$ cat src/rtl/wb_unit.sv
// wb_unit: write-back stage of the minimal MIPS core.
// Takes retiring instructions from EX/MEM and picks the destination register
// and write data. It drives one registered write strobe into the ID-stage
// register file.
// Loads park the unit in WAIT_MEM until the load data returns. A timer aborts
// a load whose data never arrives and raises a one-cycle error pulse.
//
// Handshake (valid/ready): a transfer happens on a rising CLK edge where
// in_valid && in_ready. in_ins/in_alu/in_pc are sampled only at a transfer.
// in_ready depends only on internal state (high exactly in IDLE), never on
// in_valid. Upstream must hold its payload stable until the transfer.
`timescale 1ns/1ps

module wb_unit #(
    parameter int MEM_TIMEOUT = 16,  // max cycles spent in WAIT_MEM, must be >= 1
    parameter int CNT_W       = 16   // width of the retired-write counter
) (
    input  logic             CLK,
    input  logic             RST,
    input  logic             in_valid,
    output logic             in_ready,
    input  logic [31:0]      in_ins,
    input  logic [31:0]      in_alu,
    input  logic [31:0]      in_pc,
    input  logic             mem_rvalid,
    input  logic [31:0]      mem_rdata,
    output logic             rf_we,
    output logic [4:0]       rf_waddr,
    output logic [31:0]      rf_wdata,
    output logic             wb_busy,
    output logic             wb_err,
    output logic [CNT_W-1:0] wb_count
);

    // ------------------------------------------------------------------
    // Constants
    // ------------------------------------------------------------------
    localparam logic [0:0] IDLE     = 1'b0;
    localparam logic [0:0] WAIT_MEM = 1'b1;

    // The timer only has to reach MEM_TIMEOUT-1, so it never needs more bits than that.
    localparam int TMR_W = (MEM_TIMEOUT > 1) ? $clog2(MEM_TIMEOUT) : 1;
    localparam logic [TMR_W-1:0] TMR_LAST = TMR_W'(MEM_TIMEOUT - 1);

    localparam logic [5:0] OP_RFORM = 6'd0;
    localparam logic [5:0] OP_JAL   = 6'd3;
    localparam logic [5:0] OP_ADDI  = 6'd8;
    localparam logic [5:0] OP_ADDIU = 6'd9;
    localparam logic [5:0] OP_SLTI  = 6'd10;
    localparam logic [5:0] OP_SLTIU = 6'd11;
    localparam logic [5:0] OP_LW    = 6'd35;
    localparam logic [4:0] REG_RA   = 5'd31;

    // ------------------------------------------------------------------
    // State and output registers
    // ------------------------------------------------------------------
    logic [0:0]       state_q,    state_d;
    logic [TMR_W-1:0] timer_q,    timer_d;
    logic [4:0]       ld_dest_q,  ld_dest_d;
    logic             we_q,       we_d;
    logic [4:0]       waddr_q,    waddr_d;
    logic [31:0]      wdata_q,    wdata_d;
    logic             err_q,      err_d;
    logic [CNT_W-1:0] count_q,    count_d;

    // ------------------------------------------------------------------
    // Decode signals
    // ------------------------------------------------------------------
    logic [5:0]  dec_op;
    logic [5:0]  dec_funct;
    logic        dec_write;   // non-load instruction that writes a register
    logic        dec_load;    // LW: data comes later from memory
    logic [4:0]  dec_dest;
    logic [31:0] dec_data;
    logic        xfer;

    assign dec_op    = in_ins[31:26];
    assign dec_funct = in_ins[5:0];
    assign xfer      = in_valid && in_ready;

    // Decode destination register and write-data source for the offered instruction
    always_comb begin
        dec_write = 1'b0;
        dec_load  = 1'b0;
        dec_dest  = 5'd0;
        dec_data  = 32'd0;
        // An all-zero word is the canonical NOP and never writes.
        if (in_ins != 32'd0) begin
            case (dec_op)
                OP_RFORM: begin
                    // funct 0 with a nonzero word is a shift form that this
                    // core does not retire through write-back.
                    if (dec_funct != 6'd0) begin
                        dec_write = 1'b1;
                        dec_dest  = in_ins[15:11];
                        dec_data  = in_alu;
                    end
                end
                OP_ADDI, OP_ADDIU, OP_SLTI, OP_SLTIU: begin
                    dec_write = 1'b1;
                    dec_dest  = in_ins[20:16];
                    dec_data  = in_alu;
                end
                OP_JAL: begin
                    // Link address skips the branch delay slot.
                    dec_write = 1'b1;
                    dec_dest  = REG_RA;
                    dec_data  = in_pc + 32'd8;
                end
                OP_LW: begin
                    dec_load  = 1'b1;
                    dec_dest  = in_ins[20:16];
                end
                default: begin
                    dec_write = 1'b0;
                end
            endcase
        end
    end

    // Next-state, timer and write-strobe logic for the IDLE/WAIT_MEM machine
    always_comb begin
        state_d   = state_q;
        timer_d   = timer_q;
        ld_dest_d = ld_dest_q;
        we_d      = 1'b0;
        waddr_d   = waddr_q;
        wdata_d   = wdata_q;
        err_d     = 1'b0;
        case (state_q)
            IDLE: begin
                // mem_rvalid is ignored here: no load is outstanding.
                if (xfer) begin
                    if (dec_load) begin
                        state_d   = WAIT_MEM;
                        ld_dest_d = dec_dest;
                        timer_d   = '0;
                    end else if (dec_write && (dec_dest != 5'd0)) begin
                        we_d    = 1'b1;
                        waddr_d = dec_dest;
                        wdata_d = dec_data;
                    end
                end
            end
            WAIT_MEM: begin
                // Returning data takes priority over a timeout in the same cycle.
                if (mem_rvalid) begin
                    state_d = IDLE;
                    // A load to $0 still waits for its data, which is then dropped.
                    if (ld_dest_q != 5'd0) begin
                        we_d    = 1'b1;
                        waddr_d = ld_dest_q;
                        wdata_d = mem_rdata;
                    end
                end else if (timer_q == TMR_LAST) begin
                    state_d = IDLE;
                    err_d   = 1'b1;
                end else begin
                    timer_d = timer_q + 1'b1;
                end
            end
            default: begin
                state_d = IDLE;
            end
        endcase
    end

    // The retired-write counter advances together with every strobe it counts and wraps naturally
    always_comb begin
        count_d = count_q + CNT_W'(we_d);
    end

    // Register state and outputs; synchronous reset drops any pending load
    always_ff @(posedge CLK) begin
        if (RST) begin
            state_q   <= IDLE;
            timer_q   <= '0;
            ld_dest_q <= 5'd0;
            we_q      <= 1'b0;
            waddr_q   <= 5'd0;
            wdata_q   <= 32'd0;
            err_q     <= 1'b0;
            count_q   <= '0;
        end else begin
            state_q   <= state_d;
            timer_q   <= timer_d;
            ld_dest_q <= ld_dest_d;
            we_q      <= we_d;
            waddr_q   <= waddr_d;
            wdata_q   <= wdata_d;
            err_q     <= err_d;
            count_q   <= count_d;
        end
    end

    // ------------------------------------------------------------------
    // Outputs: everything visible is registered or a pure state decode
    // ------------------------------------------------------------------
    assign in_ready = (state_q == IDLE);
    assign wb_busy  = (state_q == WAIT_MEM);
    assign rf_we    = we_q;
    assign rf_waddr = waddr_q;
    assign rf_wdata = wdata_q;
    assign wb_err   = err_q;
    assign wb_count = count_q;

endmodule

$ cat config.mk
export PLATFORM = sky130hd
export DESIGN_NAME = wb_unit
export DESIGN_NICKNAME = d
export VERILOG_FILES = /design/src/rtl/wb_unit.sv
export SDC_FILE = /design/constraint.sdc
export NUM_CORES = 1
export LEC_CHECK = 0
export BUFFER_PORTS_ARGS = -buffer_cell sky130_fd_sc_hd__buf_2
export CAP_MARGIN = 20
export CORE_ASPECT_RATIO = 0.5
export CORE_UTILIZATION = 30
export DETAILED_ROUTE_END_ITERATION = 8
export GPL_ROUTABILITY_DRIVEN = 0
export PLACE_DENSITY = 0.55
export SLEW_MARGIN = 5
export SYNTH_ARGS = -nofsm -noshare
export SYNTH_HDL_FRONTEND = slang
export SYNTH_SLANG_ARGS = --single-unit
$ cat constraint.sdc
create_clock -name CLK -period 3.4 [get_ports CLK]
set_input_delay 0.17 -clock CLK [delete_from_list [all_inputs] [get_ports CLK]]
set_output_delay 0.17 -clock CLK [all_outputs]
set_load 0.02 [all_outputs]
==> results of run 1 <==
[flip-flops by register name (all words and copies together), names as in the netlist]
| register | count |
|---|---|
| rf_wdata | 32 |
| rf_waddr | 5 |
| timer_q | 4 |
| wb_busy | 1 |
| wb_err | 1 |
| wb_count | 16 |
| rf_we | 1 |
| ld_dest_q | 5 |
[logic make-up (layout without fill, tap and decap cells)]
family                     after synthesis  in the layout  synth area share, %
AOI/OAI and AO/OA                      108            108                23.35
muxes                                    5              5                1.331
adders and majority gates                4              4                1.331
buffers and inverters                   35            218                3.793
xor gates and xnor gates                40             40                9.315
DFF                                     65             65                34.60
and+or+nand+nor                        200            200                26.28
[final timing paths]
kind	startpoint	end	cells past startpoint
setup / recovery	in_ins[29]	wb_count[14]	11
hold / removal	in_alu[13]	rf_wdata[13]	3
setup reg to reg	wb_busy	wb_count[14]	10
hold reg to reg	rf_waddr[3]	rf_waddr[3]	2
[worst max-delay path, cell delays in order]
cell	delay (ps)
buf_2	150
or4_4	580
nor2_1	390
a211oi_2	150
a221oi_4	310
ha_1	240
ha_1	190
and2_1	260
nand4_1	130
or3_1	310
a21oi_1	140
[cell type report]
class / count / area [µm²]
clock buffers: 10 / 229.0
clock inverters: 6 / 115.1
flip-flops and latches: 65 / 1301
inverters: 4 / 15.01
repair buffers: 198 / 1016
multi-input cells: 357 / 2328
well taps: 165 / 206.4
fillers: 1253 / 6805
[Yosys cell counts, types with 6 or more instances]
library cell   n
nand3_1       17
nor4_1        14
nand4_1       11
o211a_1        6
xor2_1        28
nor2_1        70
a22oi_1       15
xnor2_1       12
a222oi_1      14
a211oi_1      27
nand2_1       29
or4_1          6
a2bb2oi_1     11
dfxtp_1       65
nor3_1        20
a21oi_1       13
buf_2          6
clkbuf_1      22
[metal layers]
| metal | vias to the layer above | track usage, % |
|---|---|---|
| met5 | - | 0 |
| met4 | 0 | 5.143 |
| met3 | 15 | 5.260 |
| met2 | 115 | 32.43 |
| met1 | 1914 | 25.68 |
| li1 | 2086 | - |
[where the power goes]
| group | leakage, nW | internal, mW | switching (mW) |
|---|---|---|---|
| logic | 1.53 | 0.0948 | 0.113 |
| clock network | 0.163 | 0.720 | 0.364 |
| registers | 0.524 | 0.766 | 0.00230 |
| total | 2.22 | 1.58 | 0.479 |
[per-stage QoR]
stage	cells	power (mW)	hold WS (ps)	cell area (µm²)	utilization (%)
floorplan	457	0.8693	329.0	3761	-
finish	805	2.060	105.0	5211	43.37
global route	805	2.150	132.2	5211	43.37
CTS	805	2.086	89.16	5211	43.37
global placement	789	0.9904	442.5	4867	40.50
detailed placement	789	0.9922	444.2	4867	40.50
==> flow_metrics.tcl, run 1 <==
set metrics [dict create \
    cts_resized 0 \
    grt_antenna_before_repair 0 \
    slew_headroom_pct 52.16 \
    grt_pass1_wl_um 20180 \
    io_pins 189 \
    synth_ff_type "dfxtp_1" \
    avgSynthCellArea_um2 8.230 \
    finalCritPeriodShare_pct 80.93 \
    yosys-top-cells-area "dfxtp_1 35%, nor2_1 7.0%, xor2_1 6.5%" \
    r2r_slack_ps 750 \
    dp_slack_ps 290.1 \
    drv_cap 0 \
    p_per_area_mw_per_mm2 395.3 \
    clkTransAtPathRegs_ps 60 \
    drive_gt1_share_pct 35.00 \
    clock_path_buffers 2 \
    synth_cell_types 46 \
    cp.arrival_ps 3020 \
    cts_buffers 9 \
    peakVddDrop_mv 0.1881 \
    start_util_pct 31.30 \
    hpwl_um 9392 \
    postCtsSetupRepairBufs 0 \
    ys_seq_area_share_pct 34.60 \
    endpoint_kind "flip-flop" \
    hold_viol_final 0 \
    syn_inst 457 \
    dieArea_mm2 0.01302 \
    portBuffers 188 \
    cts.sinks 65 \
    synthArstFlopShare_pct 0 \
    row_count 28 \
    dr.pass1.iters 8 \
    outcome "complete, no violations" \
    grt_max_degree 71 \
    report.final.slew_viol_count 0 \
    final-setup-viol-count 0 \
    n_antenna_cell 0 \
    via_per_inst 5.130 \
    drt-met1-wl_um 5782 \
    cts_tree "yes" \
    core_mm2 0.01202 \
    cts-root-buf "clkbuf_16" \
    leakage_nw 2.217 \
    ctsHoldBuffers 0 \
    synthesis.nets 593 \
    clock_skew_ps 6.976 \
    synth_top_area_share_pct 34.60 \
    grt_usage_pct 19.70 \
    required_ps 3670 \
    worst_slack_ps 648.4 \
    antenna_left 0 \
    clk_latency_ps 330 \
    min_period_ps 2752 \
    yosysWarnings 0 \
    max_freq_mhz 363.4 \
    top_layer_used "met4" \
    layout_commonest_cell "buf_2" \
    rsz0062_at_grt "false" \
    h-tree-depth 3 \
    drc 0 \
    drt_iter0_drc 298 \
    post_drt_wl_per_cell_um 15.69 \
    syn_to_final_growth_pct 38.56 \
    synth-edff-count 0 \
    ys_ff_latch 65 \
    hold_path.class "in -> reg" \
    critical_path_class "in -> reg" \
    layout_common_cells "188 x buf_2, 70 x nor2_1, 65 x dfxtp_1" \
    setup-tns-final_ps 0 \
    overflow 0 \
    synth_top_area_cell "dfxtp_1" \
    dr_wl_met2_um 5959 \
    routed_wl_um 12630 \
    via_count 4130 \
    fp.dieH_um 81.18 \
    syn_area_mm2 0.003761 \
    crit_path_start_kind "input port" \
    wl_met3_um 751 \
    grt_pass1_vias 3920 \
    cp_max_fo 8 \
    worst_pin_slew_ps 717.6 \
    fin_nets 771 \
    die_x_um 160.3 \
]
(Power assumes the default switching activity.)
==> run 2: changes to the inputs <==
--- a/config.mk
+++ b/config.mk
@@ -5,6 +5,7 @@
 export SDC_FILE = /design/constraint.sdc
 export NUM_CORES = 1
 export LEC_CHECK = 0
+export ABC_AREA = 1
 export BUFFER_PORTS_ARGS = -buffer_cell sky130_fd_sc_hd__buf_2
 export CAP_MARGIN = 20
 export CORE_ASPECT_RATIO = 0.5
==> constraint.sdc (replaced) <==
create_clock -name CLK -period 2.5 [get_ports CLK]
set_input_delay 0.125 -clock CLK [delete_from_list [all_inputs] [get_ports CLK]]
set_output_delay 0.125 -clock CLK [all_outputs]
set_load 0.02 [all_outputs]
==> flow_metrics.tcl, run 2 <==
set metrics [dict create \
    outcome "complete, no violations" \
    yosys-top-cells-area "dfxtp_1 30%, nand2_1 18%, nor2_1 9.5%" \
    min_period_ps 2313 \
    slew_headroom_pct 53.74 \
    dpl-instance-area_mm2 0.005529 \
    yosysWarnings 0 \
    final-setup-viol-count 0 \
    crit_path_start_kind "flip-flop" \
    power.switching_mw 0.7444 \
    endpoint_kind "flip-flop" \
    cts.sinks 65 \
    synthesis.nets 856 \
    grt_usage_pct 20.21 \
    cp.arrival_ps 2530 \
    clk_latency_ps 330 \
    path_delay_family "simple AND/OR/NAND/NOR gates" \
    synth_cell_types 33 \
    ys_seq_area_share_pct 30.09 \
    final_area_mm2 0.005904 \
    critPathBufInv 4 \
    worst_pin_slew_ps 689.6 \
    max_freq_mhz 432.4 \
    power.share.clock_pct 48.1 \
    layout_common_cells "204 x nand2_1, 177 x buf_2, 104 x nor2_1" \
    via_per_inst 4.700 \
    synth_top_family_by_area "simple AND/OR/NAND/NOR gates" \
    critical_path_class "reg -> reg" \
    ys_top_cells_by_count "206 x nand2_1, 109 x nor2_1, 81 x nand3_1" \
    p_comb_share_pct 13.3 \
    io_pins 189 \
    synthArstFlopShare_pct 0 \
    antenna_left 0 \
    overflow 0 \
    syn_area_mm2 0.004324 \
    drt_iter0_drc 293 \
    syn_inst 720 \
    synthXorXnorAreaFrac_pct 0.2025 \
    yosysMostFrequentCell "nand2_1" \
    clkTransAtPathRegs_ps 70 \
    via_count 5151 \
    synthAdderAreaFrac_pct 1.157 \
    p_seq_share_pct 38.6 \
    synth_top_area_share_pct 30.09 \
    crit_path_frequent_cell "inv_2" \
    synth_compound_area_share_pct 14.24 \
    dp.cells 1079 \
    cpPeakStageDelay_ps 370 \
    dieArea_mm2 0.01493 \
    muxShareOfSynthArea_pct 3.935 \
    crit_chain "inv_4 -> nor2_2 -> inv_2 -> o21ai_2 -> a31oi_4 -> nand2_2 -> inv_2 -> ha_4 -> ha_4 -> nand2_2 -> inv_2 -> nand4_1 -> nor2_1 -> nand2_1 -> nor3b_2 -> nand4_1 -> o21ai_1 -> a21oi_1" \
    required_ps 2720 \
    peakVddDrop_mv 0.3020 \
    leakage_nw 2.863 \
    finalCritPeriodShare_pct 92.50 \
    cts_tree "yes" \
    hold_viol_final 0 \
    dr.pass1.iters 5 \
    clock_path_buffers 2 \
    drc 0 \
    n_antenna_cell 0 \
    fp.dieH_um 86.90 \
    syn_to_final_growth_pct 36.55 \
    cts_buffers 9 \
    report.final.slew_viol_count 0 \
    routed_wl_um 15080 \
    grt_antenna_before_repair 1 \
    drv_cap 0 \
    ys_ff_latch 65 \
    hold_path.class "in -> reg" \
    post_drt_wl_per_cell_um 13.76 \
    p_per_area_mw_per_mm2 462.5 \
    portBuffers 178 \
    fin_nets 1035 \
    row_count 30 \
    synth-edff-count 0 \
    core_mm2 0.01381 \
    die_x_um 171.8 \
    clock_skew_ps 7.538 \
    synth_ff_type "dfxtp_1" \
    final_cells 1096 \
    grt_max_degree 57 \
    h-tree-depth 3 \
    synth_top_area_cell "dfxtp_1" \
    cpMaxStageDelayCell "dfxtp_4" \
    synth-simple-area-share_pct 41.44 \
    start_util_pct 31.30 \
    layout_commonest_cell "nand2_1" \
    dp_slack_ps -178.7 \
    hpwl_um 11480 \
    worst_slack_ps 187.4 \
    grt_pass1_wl_um 23070 \
    p_int_mw 1.986 \
    swShare_pct 27.26 \
    cp_max_fo 4 \
    avgSynthCellArea_um2 6.006 \
    cts-root-buf "clkbuf_16" \
    drive_gt1_share_pct 28.21 \
    grt_pass1_vias 4637 \
    rsz0062_at_grt "true" \
    largest_reg_flops 32 \
]
run 2: cell count changes after synthesis, sizes merged, moves of 15 or more:
cell    previous run  this run
nand2             29       209
nand3             17        81
a21oi             13        74
inv                4        54
nor2              70       113
a211oi            29         0
xor2              28         1
o21ai              5        30
a22oi             15         0
run 2: cell type report:
cell class | instances | area, µm²
fill | 1543 | 7909
multi-input combinational | 567 | 2765
sequential | 65 | 1305
timing repair buffer | 201 | 1079
tap | 192 | 240.2
clock buffer | 9 | 225.2
inverter | 55 | 209.0
clock inverter | 7 | 81.33
run 2: per-stage QoR:
stage               util, %  total power, mW  TNS [ps]  hold WS [ps]
floorplan                 -            1.255    -72.78         283.6
global placement      40.03            1.430    -324.8         417.4
detailed placement    40.03            1.434    -644.7         410.7
CTS                   42.25            2.757         0         58.39
global route          42.74            2.853    -1.350         62.43
finish                42.74            2.731         0         66.72
run 2: kinds of logic (layout without fill, tap and decap cells):
| kind of cell | count (synthesis) | count (layout) |
|---|---|---|
| compound gates | 117 | 117 |
| xor+xnor | 1 | 1 |
| fa+ha+maj | 4 | 4 |
| buf+inv | 88 | 272 |
| flops | 65 | 65 |
| mux | 17 | 17 |
| simple gates | 428 | 428 |
run 2: timing repair:
| action | 4_1_cts | 5_1_grt |
|---|---|---|
| gates resized for setup | 0 | 17 |
| hold buffers | 0 | 0 |
| setup buffers | 0 | 1 |
| setup endpoints to repair | 0 | 5 |
run 2: metal layers:
metal	track usage (%)	vias to the layer above	share of wire (%)
met2	34.52	129	46
met1	25.78	2300	46
met4	4.425	0	0.96
met5	0	-	0
li1	-	2710	-
met3	5.089	12	6.1
run 2: power by group through the flow:
stage | Combinational [mW] | Clock [mW] | Sequential, mW
after floorplan | 0.164 | 0 | 1.09
after CTS | 0.358 | 1.35 | 1.05
after detailed placement | 0.357 | 0 | 1.08
final | 0.363 | 1.31 | 1.05
after global routing | 0.404 | 1.39 | 1.05
after global placement | 0.354 | 0 | 1.08
run 2: worst register-to-register path, cell delays in order (launching register included):
cell and delay [ps]:
dfxtp_4 370, inv_4 60, nor2_2 40, inv_2 60, o21ai_2 70, a31oi_4 160
nand2_2 80, inv_2 60, ha_4 140, ha_4 130, nand2_2 50, inv_2 60
nand4_1 90, nor2_1 120, nand2_1 90, nor3b_2 260, nand4_1 150, o21ai_1 150
a21oi_1 60
run 2: final timing paths:
path	slack, ps	start	endpoint	depth (start not counted)
max	190	wb_busy	wb_count[14]	18
min reg2reg	470	ld_dest_q[0]	ld_dest_q[0]	2
min	70	mem_rvalid	wb_err	4
max reg2reg	190	wb_busy	wb_count[14]	18
==> run 3: changes to the inputs <==
--- a/config.mk
+++ b/config.mk
@@ -5,14 +5,13 @@
 export SDC_FILE = /design/constraint.sdc
 export NUM_CORES = 1
 export LEC_CHECK = 0
-export ABC_AREA = 1
 export BUFFER_PORTS_ARGS = -buffer_cell sky130_fd_sc_hd__buf_2
 export CAP_MARGIN = 20
 export CORE_ASPECT_RATIO = 0.5
 export CORE_UTILIZATION = 30
 export DETAILED_ROUTE_END_ITERATION = 8
 export GPL_ROUTABILITY_DRIVEN = 0
-export PLACE_DENSITY = 0.55
+export PLACE_DENSITY = 0.57
 export SLEW_MARGIN = 5
 export SYNTH_ARGS = -nofsm -noshare
 export SYNTH_HDL_FRONTEND = slang
==> flow_metrics.tcl, run 3 (synthesis gave the netlist of run 1 again) <==
set metrics [dict create \
    start_util_pct 31.30 \
    die_x_um 160.3 \
    row_count 28 \
    cts.sinks 65 \
    worst_slack_ps 167.3 \
    min_period_ps 2333 \
    drt-met1-wl_um 5695 \
    layout_commonest_cell "buf_2" \
    endpoint_kind "flip-flop" \
    holdPathStages 3 \
    clock_path_buffers 2 \
    hold_path.class "in -> reg" \
    final_area_mm2 0.005336 \
    worstHoldEndpoint "rf_wdata[13]" \
    r2r_slack_ps 170 \
    fill_cells 1222 \
    drc 0 \
    grt_usage_pct 19.53 \
    dpl-instance-area_mm2 0.005042 \
    cp.arrival_ps 2550 \
    drt_iter0_drc 239 \
    leakage_nw 2.295 \
    final_cells 825 \
    layout_common_cells "188 x buf_2, 69 x nor2_1, 65 x dfxtp_1" \
    reg2regPathDepth 11 \
    grt_antenna_before_repair 0 \
    via_per_inst 5.042 \
    h-tree-depth 3 \
    ctsHoldBuffers 0 \
    wl_met3_um 498 \
    top_layer_used "met4" \
    peakVddDrop_mv 0.2242 \
    antenna_left 0 \
    drv_cap 0 \
    required_ps 2710 \
    worst_pin_slew_ps 762.1 \
    clock_skew_ps 5.688 \
    clk_latency_ps 330 \
    overflow 0 \
    core_mm2 0.01202 \
    grt_pass1_wl_um 20230 \
    dr.pass1.iters 6 \
    r2r_end "wb_count[10]" \
    largest_reg_flops 32 \
    cp_max_fo 4 \
    min_from "in_alu[13]" \
    holdWs_ps 66.30 \
    n_antenna_cell 0 \
    p_per_area_mw_per_mm2 482.3 \
    crit_path_start_kind "flip-flop" \
    drive_gt1_share_pct 37.58 \
    max_freq_mhz 428.7 \
    cts-root-buf "clkbuf_16" \
    report.final.slew_viol_count 0 \
    dieArea_mm2 0.01302 \
    routed_wl_um 12460 \
    portBuffers 188 \
    post_drt_wl_per_cell_um 15.10 \
    cts_tree "yes" \
    fp.dieH_um 81.18 \
    outcome "complete, no violations" \
    via_count 4160 \
    syn_to_final_growth_pct 41.88 \
    clkTransAtPathRegs_ps 60 \
    slew_headroom_pct 49.19 \
    dp.cells 809 \
    grt_max_degree 41 \
    cts_buffers 9 \
    dp_slack_ps -209.3 \
    io_pins 189 \
    hpwl_um 9611 \
    finalCritPeriodShare_pct 93.31 \
    r2r-start "ld_dest_q[1]" \
    rsz0062_at_grt "false" \
    final-setup-viol-count 0 \
    grt_pass1_vias 3978 \
    dr_wl_met2_um 6094 \
    fin_nets 791 \
    critical_path_class "reg -> reg" \
    hold_viol_final 0 \
]
## run 3: cell types whose count changed in the layout (fill, tap and decap cells not counted), sizes merged, moves of 29 or more
cell	delta
a211oi	+29
nand3	-64
nor2	-43
inv	-55
a21oi	-61
nand2	-180
## run 3: final cells by class
cell class	count	area [µm²]	area share, %
clock buffers	10	229.0	4.291
repair buffers	218	1166	21.85
flip-flops and latches	65	1301	24.38
multi-input cells	357	2360	44.22
clock inverters	6	58.81	1.102
well taps	165	206.4	3.869
inverters	4	15.01	0.2814
## run 3: power by group
group / switching, mW / internal (mW) / leakage (nW) / total, mW
Clock: 0.467 / 0.766 / 0.146 / 1.23
Combinational: 0.154 / 0.140 / 1.63 / 0.295
Sequential: 0.00315 / 1.04 / 0.524 / 1.05
Total: 0.625 / 1.95 / 2.29 / 2.57
## run 3: repair_timing
action / CTS / global route
setup buffers: 0 / 0
endpoints found under the setup margin: 0 / 4
resized for setup: 0 / 3
## run 3: worst max-delay path by stage
stage,slack [ps],from,endpoint
floorplan,-400,in_ins[30],wb_count[14]
global placement,-140,in_ins[30],wb_count[14]
detailed placement,-210,in_ins[30],wb_count[14]
CTS,120,ld_dest_q[1],wb_count[10]
global route,20,in_ins[30],wb_count[15]
finish,170,ld_dest_q[1],wb_count[10]
## run 3: per-layer routing
metal | track usage [%] | vias up
li1 | - | 2127
met1 | 25.15 | 1938
met2 | 33.04 | 81
met3 | 4.341 | 14
met4 | 5.714 | 0
met5 | 0 | -
## run 3: critical path: stages, from the launching register on
cell and delay, ps:
dfxtp_1 320, or4_1 510, o211ai_1 210, and2_4 200, a221oi_4 40, ha_4 190, ha_4 150, and2_1 160
buf_4 150, nand4_1 100, xor2_1 150, nor2_1 50
## run 3: per-stage QoR
stage | total power, mW | TNS, ps | util [%]
detailed placement | 1.361 | -1249 | 41.96
global placement | 1.358 | -344.3 | 41.96
floorplan | 1.183 | -1554 | -
global route | 2.684 | 0 | 44.41
finish | 2.574 | 0 | 44.41
CTS | 2.609 | 0 | 44.36
